==> src/rtl/env_amp_pdm.sv <==
// Envelope amplitude stage: 3-stage pipelined PCM x envelope scaler feeding a
// free-running first-order sigma-delta modulator that drives a 1-bit PDM pin.
module env_amp_pdm #(
  parameter int PCM_W = 16,
  parameter int ENV_W = 16
) (
  input  logic                    clk,
  input  logic                    reset_n,
  input  logic signed [PCM_W-1:0] pcm_in,
  input  logic                    pcm_valid,
  input  logic        [ENV_W-1:0] env,
  output logic signed [PCM_W-1:0] mod_pcm,
  output logic                    mod_valid,
  output logic                    pdm_out
);

  localparam int PROD_W = PCM_W + ENV_W + 1;

  logic signed [PCM_W-1:0]  pcm1_q;
  logic        [ENV_W-1:0]  env1_q;
  logic                     v1_q;
  logic signed [PROD_W-1:0] prod2_q, prod2_d;
  logic                     v2_q;
  logic signed [PCM_W-1:0]  mod_pcm_q;
  logic                     mod_valid_q;
  logic        [PCM_W-1:0]  acc_q;
  logic                     pdm_q;
  logic        [PCM_W-1:0]  u_d;
  logic        [PCM_W:0]    sum_d;

  // The zero-extended envelope makes the multiply a signed x non-negative product.
  always_comb begin
    prod2_d = pcm1_q * $signed({1'b0, env1_q});
  end

  always_ff @(posedge clk or negedge reset_n) begin
    if (!reset_n) begin
      pcm1_q      <= '0;
      env1_q      <= '0;
      v1_q        <= 1'b0;
      prod2_q     <= '0;
      v2_q        <= 1'b0;
      mod_pcm_q   <= '0;
      mod_valid_q <= 1'b0;
    end else begin
      v1_q        <= pcm_valid;
      if (pcm_valid) begin
        pcm1_q <= pcm_in;
        env1_q <= env;
      end
      v2_q        <= v1_q;
      prod2_q     <= prod2_d;
      mod_valid_q <= v2_q;
      if (v2_q) begin
        mod_pcm_q <= prod2_q[PCM_W+ENV_W-1:ENV_W];
      end
    end
  end

  // Offset-binary input turns the signed sample into a 0..1 ones density.
  always_comb begin
    u_d   = $unsigned(mod_pcm_q) ^ {1'b1, {(PCM_W-1){1'b0}}};
    sum_d = {1'b0, acc_q} + {1'b0, u_d};
  end

  always_ff @(posedge clk or negedge reset_n) begin
    if (!reset_n) begin
      acc_q <= '0;
      pdm_q <= 1'b0;
    end else begin
      acc_q <= sum_d[PCM_W-1:0];
      pdm_q <= sum_d[PCM_W];
    end
  end

  assign mod_pcm   = mod_pcm_q;
  assign mod_valid = mod_valid_q;
  assign pdm_out   = pdm_q;

endmodule

==> config.mk <==
export PLATFORM = sky130hd
export DESIGN_NAME = env_amp_pdm
export DESIGN_NICKNAME = d
export VERILOG_FILES = /design/src/rtl/env_amp_pdm.sv
export SDC_FILE = /design/constraint.sdc
export NUM_CORES = 1
export LEC_CHECK = 0
export BUFFER_PORTS_ARGS = -buffer_cell sky130_fd_sc_hd__buf_4
export CORE_ASPECT_RATIO = 0.6
export CORE_MARGIN = 8
export CORE_UTILIZATION = 40
export CTS_BUF_LIST = sky130_fd_sc_hd__clkbuf_8
export CTS_CLUSTER_DIAMETER = 150
export DETAILED_ROUTE_END_ITERATION = 8
export GPL_TIMING_DRIVEN = 1
export HOLD_SLACK_MARGIN = 0.1
export SYNTH_ARGS = -nofsm -noshare
export SYNTH_HDL_FRONTEND = slang
export SYNTH_SLANG_ARGS = --single-unit
==> constraint.sdc <==
create_clock -name clk -period 7.88 [get_ports clk]
set_input_delay 1.576 -clock clk [delete_from_list [all_inputs] [get_ports clk]]
set_output_delay 1.576 -clock clk [all_outputs]
set_load 0.01 [all_outputs]
==> results.md, run 1 <==
- The proportion of synthesized flip-flops having asynchronous set or reset is 1.00.
- The net count of the finished layout is 1644.
- The most frequent cell on the critical path is fa_1.
- The clock tree root buffer cell is clkbuf_8.
- The number of unique standard cell types used by synthesis is 59.
- The final count of hold timing violations was 0.
- The detailed-route via count is 8628.
- Of the cells placed in the final design, the portion with a size suffix greater than 1 is 0.100.
- The number of antenna violations at the first check in global routing is 0.
- In the layout the commonest cells are inv_1, fa_1, nand2_1, ha_1, and2_1.
- In the routed design, unresolved DRC markers number 0.
- The initial utilization of the core area, before any placement, comes to 0.406.
- The worst setup path is launched from a register.
- The remaining number of nets flagged by the antenna check after routing is 0.
- The core box area is 29900 um^2.
- The most used flip-flop cell after synthesis is dfrtp_1.
- The post-detailed-route via-to-cell ratio is 5.08.
- The floorplan die area is 36400 um^2.
- The total track usage is 0.173.
- The worst hold path passes through 0 cells.
- The number of cell rows is 49.
- The clock latency on the worst-skew pair is 380 ps.
- The number of cells upsized or downsized after cts is 0.
- The class of the most critical setup path is reg -> reg.
- The port buffer count is 52.
- The H-tree depth is 3.
- Walking the worst path, the cells encountered are nand2_1 -> fa_1 -> inv_1 -> fa_1 -> fa_1 -> fa_1 -> fa_1 -> inv_1 -> fa_1 -> inv_1 -> ha_1 -> nand4_2 -> nor2_1 -> a32oi_1 -> a21oi_1 -> o41a_1 -> nand4b_1.
- The pin count of the biggest net entering global routing is 69.
- Max-cap violations in this run came to 0.
- The library cell used most frequently in the layout, excluding fill and tap cells, is inv_1.
- The HPWL after detailed placement is 23700 um.
- The path class of the tightest hold or removal check is reg -> reg.
- The clock arrives with 9.91 ps of skew.
- The post-route setup TNS is 0 ps.
- After global routing the overflow that remains totals 0.
- Once the clock tree was built, the setup fixing pass inserted 0 buffers.
- Counting flops and latches in the post-synthesis netlist gives 84.
- For this design, the CTS-stage hold fixing added 0 buffers.
- Setup violations remaining at the end of the flow were counted as 0.
- The maximum buffer depth of the clock tree is 2.
- The required time reported for the critical path endpoint is 8130 ps.
- The placer's final routability congestion estimate is 0.893.
- During I/O placement, the number of pins put on the boundary was 53.
- The wire length of the first global-routing pass is 49600 um.
- The flow ran to the end, and the final reports show no timing, DRC or antenna violations.
- A synthesized cell averages 9.60 um^2.
- The number of pins with negative max-slew slack in the final report was 0.
- The maximum clock frequency is 156 MHz.
- The global-route track usage on met3 is 0.0380.
- The critical path's largest stage delay is 890 ps.
- The netlist area before placement is 12100 um^2.
- The share of the Yosys chip area taken by registers is 0.173.
- The number of filler instances in the final layout is 2907.
- TritonCTS built the clock tree.
- In the global route stage, met1 resource usage came out at 0.258.
- The count of inserted antenna diode cells is 0.
- Setup repair after global routing left no endpoint under its margin.
- The via count of the first global-routing pass is 9165.
- Counting I/O delays and the setup requirement, the final critical path takes 6420 ps.
- The per-cell routed wire length is 17.3 um.
- The top fanout value on the critical path is 17.
- The synthesized design contains 0 enable-type register cells.
- In this run the horizontal extent of the chip is 241 um.
- In this run, the number of DRC markers left after iteration 0 of detailed routing was 592.
- Measured against its own limit, the worst slew margin works out to 0.422.
- Synthesis produced 1264 cells.
- The number of cells on the worst reg-to-reg path is 17.
- The number of clock buffers added by TritonCTS is 9.
- The total wire length is 29400 um.
- The slew at the pin with the worst max-slew slack is 868 ps.
- The endpoint kind of the worst setup timing path is a register.
- The layer with the highest usage is met1.
- The count of non-filler cells in the finished layout is 1698.
- The met2 usage in global routing is 0.254.
- The number of nets produced by synthesis is 1623.
- The total iterations of the first detailed-routing run is 5.
- After clock tree synthesis, the clock-pin slew on the worst setup and hold paths is 110 ps.
- During synthesis, Yosys emitted a total of 0 warnings.
- The layout overhead on the synthesized area is 7.67%.
- The die height is 151 um.
- At the worst endpoint, the arrival time is 6670 ps.
- The sink count of the clock tree is 84.
- Dividing the final minimum period by the clock period gives 0.815.
- The slowest stage of the critical path belongs to the cell dfrtp_1.
- The number of placed instances, taps included, is 1682.
[Yosys cell counts (4+ instances only)]
cell type,number,area share
a211o_1,4,0.0029
fa_1,194,0.32
and2_1,116,0.060
inv_1,252,0.078
clkbuf_1,38,0.012
nand3_1,13,0.0054
nand2b_1,10,0.0052
xor2_1,6,0.0043
o21a_1,7,0.0043
o211ai_1,4,0.0025
or2_2,4,0.0021
dfrtp_1,84,0.17
xnor2_1,23,0.017
nand2_1,162,0.050
nor2_1,24,0.0074
a21o_1,9,0.0056
a211oi_1,5,0.0031
nor3_1,9,0.0037
nand4_1,12,0.0062
o21ai_0,18,0.0074
mux2_2,45,0.042
a21oi_1,37,0.015
ha_1,130,0.13
[per-layer routing]
layer / vias to the layer above / share of wire
li1: 3983 / -
met4: 0 / 0.015
met3: 33 / 0.067
met2: 259 / 0.42
met5: - / 0
met1: 4353 / 0.50
[metrics by stage]
step | instance area, um^2 | worst slack, ps | hold slack (ps) | util
4_1_cts | 13100 | 1540 | 351 | 0.437
5_1_grt | 13100 | 1140 | 372 | 0.437
3_5_place_dp | 12900 | 1550 | 340 | 0.430
6_report | 13100 | 1460 | 355 | 0.437
2_1_floorplan | 12100 | 2380 | 331 | -
3_3_place_gp | 12900 | 1570 | 333 | 0.430
[cell families after synthesis]
group           after synthesis  synth area share
flops                        84             0.173
buf+inv                     296            0.0931
simple gates                368             0.151
compound gates              118            0.0659
xor+xnor                     29            0.0209
fa+ha+maj                   324             0.454
mux                          45            0.0417
[state kept, by name, summed over array words and instances (netlist names)]
name	count
acc_q	16
env1_q	16
mod_pcm	16
pcm1_q	16
prod2_q	16
mod_valid	1
pdm_out	1
v1_q	1
v2_q	1
[critical path, delay by kind of cell (launching register included)]
kind,cells,cell delay (ps)
fa+ha+maj,7,3440
compound gates,3,920
flops,1,890
simple gates,4,890
buf+inv,3,150
[cell type report]
cell class / instances / area (um^2) / share of cell area
inverter: 253 / 950 / 0.0727
tap: 408 / 510 / 0.0391
clock buffer: 9 / 124 / 0.00948
timing repair buffer: 53 / 398 / 0.0304
multi-input combinational: 884 / 8910 / 0.681
clock inverter: 7 / 78.8 / 0.00603
sequential: 84 / 2100 / 0.161
[final timing paths]
check | endpoint | slack, ps | start
min reg2reg | v2_q | 350 | v1_q
max reg2reg | prod2_q[31] | 1460 | env1_q[6]
min in group asynchronous | acc_q[6] | 1040 | reset_n
min | v2_q | 350 | v1_q
max in group asynchronous | pcm1_q[4] | 5700 | reset_n
max | prod2_q[31] | 1460 | env1_q[6]
Power of run 1 is left out: the tool's default activity adds up to more than one toggle a clock period on the data nets, which glitch-free logic cannot reach.
==> run 2: changes to the inputs <==
Clock period 7.88 ns to 5.4 ns, I/O delays scaled along.
==> run 2 against run 1 <==
Against the previous run:
- the flow now finishes with violations (negative setup slack)
- wire length increased by 5.7%
- die area unchanged
- sequential share of layout area decreased by 1.9 points
- hold slack improved by 7.7 ps
- via count increased by 5.8%
- cell area increased by 15%
- register-to-register slack got worse by 1600 ps
- clock-buffer cell count unchanged
- global-route usage increased by 0.78 points
==> results.md, run 2 (synthesis results as in run 1) <==
- The flow ran to the end, but the final reports show violations.
- The final reports fail on negative setup slack.
- The effective utilization at floorplan is 0.406 (unchanged).
- The wire length of the first global-routing pass is 52300 um (+5.4%).
- Walking the worst path, the cells encountered are buf_4 -> buf_4 -> nand2b_1 -> fa_1 -> inv_1 -> fa_1 -> inv_1 -> fa_1 -> inv_1 -> fa_1 -> fa_1 -> ha_4 -> ha_4 -> buf_4 -> a211o_1 -> a211o_1 -> a21oi_2 -> o21ai_4 -> or4_4 -> nand3_2.
- The per-cell routed wire length is 16.8 um (-3.3%).
- The required time reported for the critical path endpoint came to 5720 ps (-2410 ps).
- The number of buffers created by CTS was 9 (unchanged).
- The H-tree depth came to 3 (unchanged).
- The post-route setup TNS is -1170 ps (-1170 ps).
- The critical path's largest stage delay is 520 ps (-370 ps).
- The post-cts hold buffer count is 0 (unchanged).
- The count of inserted antenna diode cells was 0 (unchanged).
- The floorplan die area came to 36400 um^2 (unchanged).
- Grouping stages by cell kind, the critical path spends the most delay in adder cells.
- The pin count of the biggest net entering global routing is 67 (-2.9%).
- The number of maximum-capacitance constraint violations is 0 (unchanged).
- The total wire length was 31100 um (+5.7%).
- The fraction of layout instances using a drive strength above 1 is 0.270 (+0.170).
- For hold timing, the worst endpoint is v2_q.
- The slack of the worst reg-to-reg path is -150 ps (-1610 ps).
- The library cell used most frequently in the layout, excluding fill and tap cells, is inv_1.
- In this run the critical register-to-register path is captured at prod2_q[29].
- The port buffer count is 52 (unchanged).
- The clock latency on the worst-skew pair is 390 ps (about the same).
- The top fanout value on the critical path is 6 (-11).
- The path class of the tightest hold or removal check is reg -> reg.
- The maximum buffer depth of the clock tree is 2 (unchanged).
- The total track usage came to 0.181 (+0.00776).
- The number of cells on the worst reg-to-reg path is 20 (+3).
- The worst path buffer plus inverter count came to 6 (+3).
- The number of pins with negative max-slew slack in the final report is 0 (unchanged).
- The total iterations of the first detailed-routing run was 5 (unchanged).
- The boundary pin count is 53 (unchanged).
- The detailed-route via count is 9128 (+5.8%).
- The tree is rooted in a clkbuf_8.
- The share of the clock period used by the worst path is 1.03 (+0.213).
- The post-detailed-route via-to-cell ratio was 4.92 (-3.2%).
- The number of DRC markers in iteration 0 is 605 (+2.2%).
- The final critical delay including setup and external delays is 5550 ps (-871 ps).
- Setup repair after global routing could not meet its margin everywhere.
- The critical path is of the reg -> reg type.
- The number of nets in the final layout is 1801 (+9.5%).
- The via count of the first global-routing pass is 9773 (+6.6%).
- The launch instance of the worst register-to-register path is env1_q[8].
- The total of endpoints with negative setup slack in the final report is 12 (+12).
- The core box area is 29900 um^2 (unchanged).
- The horizontal die dimension is 241 um (unchanged).
- The slew at the pin with the worst max-slew slack came to 891 ps (+23.2 ps).
- The die height is 151 um (unchanged).
- The relative max-transition margin came to 0.406 (-0.0155).
- The number of cell rows is 49 (unchanged).
- The number of antenna violations at the first check in global routing was 1 (+1).
- The DRC violation count after routing is 0 (unchanged).
- The endpoint kind of the worst setup timing path is a register.
- The setup skew after layout came to 19.8 ps (+9.86 ps).
- The slowest stage of the critical path belongs to the cell fa_1.
- The remaining number of nets flagged by the antenna check after routing came to 0 (unchanged).
- The TritonCTS clock tree is done.
- The final critical-path setup slack is -148 ps (-1610 ps).
- The critical path arrival came to 5870 ps (-800 ps).
- The sink count of the clock tree was 84 (unchanged).
- The clock transition at the register clock pins on the worst setup and hold paths after CTS is 110 ps (about the same).
- The HPWL after detailed placement is 25600 um (+8.2%).
- The maximum clock frequency is 180 MHz (+16%).
- The layout overhead on the synthesized area is 23.5%.
- The placer's final routability congestion estimate came to 0.843 (-5.6%).
- The top cell types in the final layout, fill and taps aside, are inv_1, fa_1, buf_4, nand2_1, ha_1.
- The final count of hold timing violations is 0 (unchanged).
- The most frequent cell on the critical path is fa_1.
- The leftover overflow at the end of global routing is 0 (unchanged).
- The count of cells along the worst hold path is 0 (unchanged).
- The worst slack at placement is -558 ps (-2110 ps).
- The hold path startpoint is v1_q.
- The type of origin of the critical path is a register.
## run 2: repair_timing
action | 4_1_cts | 5_1_grt
setup endpoints to repair | 16 | 16
pin swaps | 42 | 44
setup buffers | 12 | 17
gates resized for setup | 94 | 62
endpoints found under the hold margin | 0 | 0
## run 2: layer usage
metal	vias to the layer above	share of wire	track usage
met5	-	0	0
met4	0	0.0099	0.0306
met3	23	0.060	0.0303
met2	204	0.43	0.272
met1	4596	0.50	0.274
li1	4305	-	-
## run 2: layout make-up
class	count	area, um^2
Timing Repair Buffer	210	1760
Sequential cell	84	2130
Fill cell	2799	14900
Inverter	253	951
Clock buffer	9	124
Tap cell	408	510
Clock inverter	7	76.3
Multi-Input combinational cell	884	9440
## run 2: through the flow
step                      utilization  hold slack [ps]  std cells  instance area, um^2
after global routing            0.501              370       1855                15000
after global placement          0.465              333       1812                13900
after CTS                       0.487              367       1838                14600
after detailed placement        0.465              346       1812                13900
final                           0.501              363       1855                15000
after floorplan                     -              331       1264                12200
## run 2: how the worst max path moves through the flow
stage | startpoint | to | slack [ps] | depth (start not counted)
finish | env1_q[8] | prod2_q[29] | -150 | 20
global placement | env1_q[12] | prod2_q[30] | -420 | 19
CTS | env1_q[5] | prod2_q[29] | -180 | 18
floorplan | env1_q[9] | prod2_q[31] | 1 | 19
detailed placement | env1_q[10] | prod2_q[30] | -560 | 20
global route | env1_q[4] | prod2_q[29] | -350 | 19
Power of run 2 is left out for the same reason.
==> run 3: changes to the inputs <==
Settings changed: SKIP_CTS_REPAIR_TIMING set to 1.
==> run 3 against run 2 <==
Against the previous run:
- the run still ends with negative setup slack left
- critical path depth is 1 higher
- non-clock buffer count shrank 7
- clock-buffer cell count unchanged
- flip-flop and latch count did not move
- sequential share of layout area is essentially flat
- critical path type unchanged
- hold slack barely moved
- die area did not move
- first-iteration DRC count fell by 3.6%
==> results.md, run 3 (synthesis results as in run 1) <==
- The critical path arrival is 5940 ps (+70 ps).
- The placer's final routability congestion estimate is 0.843 (unchanged).
- The sink count of the clock tree came to 84 (unchanged).
- The number of maximum-capacitance constraint violations was 0 (unchanged).
- The number of buffers created by CTS is 9 (unchanged).
- The boundary pin count is 53 (unchanged).
- The checks that failed: negative setup slack.
- The final critical-path setup slack is -242 ps (-93.6 ps).
- The port buffer count is 52 (unchanged).
- Leaving out fill and tap cells, the most frequent cells in the layout are inv_1, fa_1, buf_4, nand2_1, ha_1.
- The number of cell rows was 49 (unchanged).
- The number of placed instances with taps included came to 1812 (unchanged).
- The top fanout value on the critical path was 6 (unchanged).
- The slew at the pin with the worst max-slew slack was 882 ps (-9.33 ps).
- The wire length of the first global-routing pass is 51300 um (-1.8%).
- The horizontal die dimension was 241 um (unchanged).
- The total wire length is 31100 um (about the same).
- The cell area reported after detailed placement is 13900 um^2 (unchanged).
- The share of the clock period used by the worst path was 1.04 (+0.0173).
- The H-tree depth was 3 (unchanged).
- The detailed-route via count is 9121 (-0.077%).
- The tree is rooted in a clkbuf_8.
- The flow ran to the end, but the final reports show violations.
- The required time reported for the critical path endpoint is 5700 ps (-20 ps).
- The HPWL after detailed placement is 25600 um (unchanged).
- The final cell area excluding filler cells was 15000 um^2 (-0.25%).
- The die height is 151 um (unchanged).
- The post-detailed-route via-to-cell ratio is 4.94 (+0.30%).
- The via count of the first global-routing pass is 9658 (-1.2%).
- The number of DRC markers in iteration 0 is 583 (-3.6%).
- The core box area came to 29900 um^2 (unchanged).
- The maximum buffer depth of the clock tree came to 2 (unchanged).
- STA classifies the critical path endpoint as a register.
- The worst slack at placement is -558 ps (unchanged).
- The floorplan die area is 36400 um^2 (unchanged).
- The final-layout worst hold slack came to 363 ps (+0.492 ps).
- The number of antenna violations at the first check in global routing is 1 (unchanged).
- The final critical delay including setup and external delays is 5640 ps (+93.6 ps).
- The total track usage is 0.178 (-0.00313).
- The fraction of layout instances using a drive strength above 1 is 0.268 (-0.00216).
- The class of the most critical setup path is reg -> reg.
- The number of nets in the final layout came to 1794 (-0.39%).
- The pin count of the biggest net entering global routing is 67 (unchanged).
- The count of non-filler cells in the finished layout is 1848 (-0.38%).
- The maximum clock frequency was 177 MHz (-1.7%).
- The number of pins with negative max-slew slack in the final report is 0 (unchanged).
- The worst hold-check path type is reg -> reg.
- The relative max-transition margin is 0.412 (+0.00622).
- The leftover overflow at the end of global routing is 0 (unchanged).
- The count of inserted antenna diode cells was 0 (unchanged).
- The per-cell routed wire length came to 16.8 um (+0.39%).
- The total iterations of the first detailed-routing run was 7 (+2).
- The setup skew after layout came to 20.7 ps (+0.945 ps).
- The TritonCTS clock tree is done.
- The type of origin of the critical path is a register.
- The remaining number of nets flagged by the antenna check after routing is 0 (unchanged).
- Setup repair after global routing could not meet its margin everywhere.
- The final count of hold timing violations came to 0 (unchanged).
- The total of endpoints with negative setup slack in the final report is 13 (+1).
- The DRC violation count after routing is 0 (unchanged).
- The clock transition at the register clock pins on the worst setup and hold paths after CTS came to 90 ps (-20 ps).
- The clock latency on the worst-skew pair came to 390 ps (about the same).
- The most common cell after layout, fill and taps aside is inv_1.
- The effective utilization at floorplan is 0.406 (unchanged).
- The area growth from synthesis to layout is 23.2%.
==> run 3: through the flow <==
step | TNS [ps] | util
after floorplan | 0 | -
after global placement | -3710 | 0.465
after detailed placement | -4480 | 0.465
after CTS | -5170 | 0.472
after global routing | -4050 | 0.500
final | -1670 | 0.500
==> run 3: final timing paths <==
kind / startpoint / endpoint / slack (ps) / cells past startpoint
min in group asynchronous: reset_n / mod_pcm[1] / 550 / 1
hold / removal: v1_q / v2_q / 360 / 0
max in group asynchronous: reset_n / env1_q[9] / 3600 / 2
setup reg to reg: env1_q[7] / prod2_q[25] / -240 / 21
setup / recovery: env1_q[7] / prod2_q[25] / -240 / 21
hold reg to reg: v1_q / v2_q / 360 / 0
==> run 3: critical path, cell delays in order (launching register included) <==
cell	delay, ps
dfrtp_2	490
buf_4	190
and2_1	170
fa_1	490
inv_1	50
fa_1	410
fa_1	570
inv_1	60
fa_1	440
fa_1	510
inv_1	50
fa_1	470
inv_1	60
ha_4	290
buf_4	130
buf_4	110
nand2_1	60
nor2_2	160
nand3b_1	140
o211a_1	280
o31ai_2	240
xor2_1	190
==> run 3: layer usage <==
metal	global-route usage	share of wire
met1	0.271	0.51
met2	0.265	0.43
met3	0.0298	0.056
met4	0.0313	0.0092
met5	0	0
==> run 3: area by class of cell <==
type	count	area [um^2]
Tap cell	408	510
Fill cell	2815	15000
Sequential cell	84	2130
Clock buffer	9	124
Inverter	253	951
Timing Repair Buffer	203	1680
Multi-Input combinational cell	884	9480
Clock inverter	7	76.3
Power of run 3 is left out for the same reason.
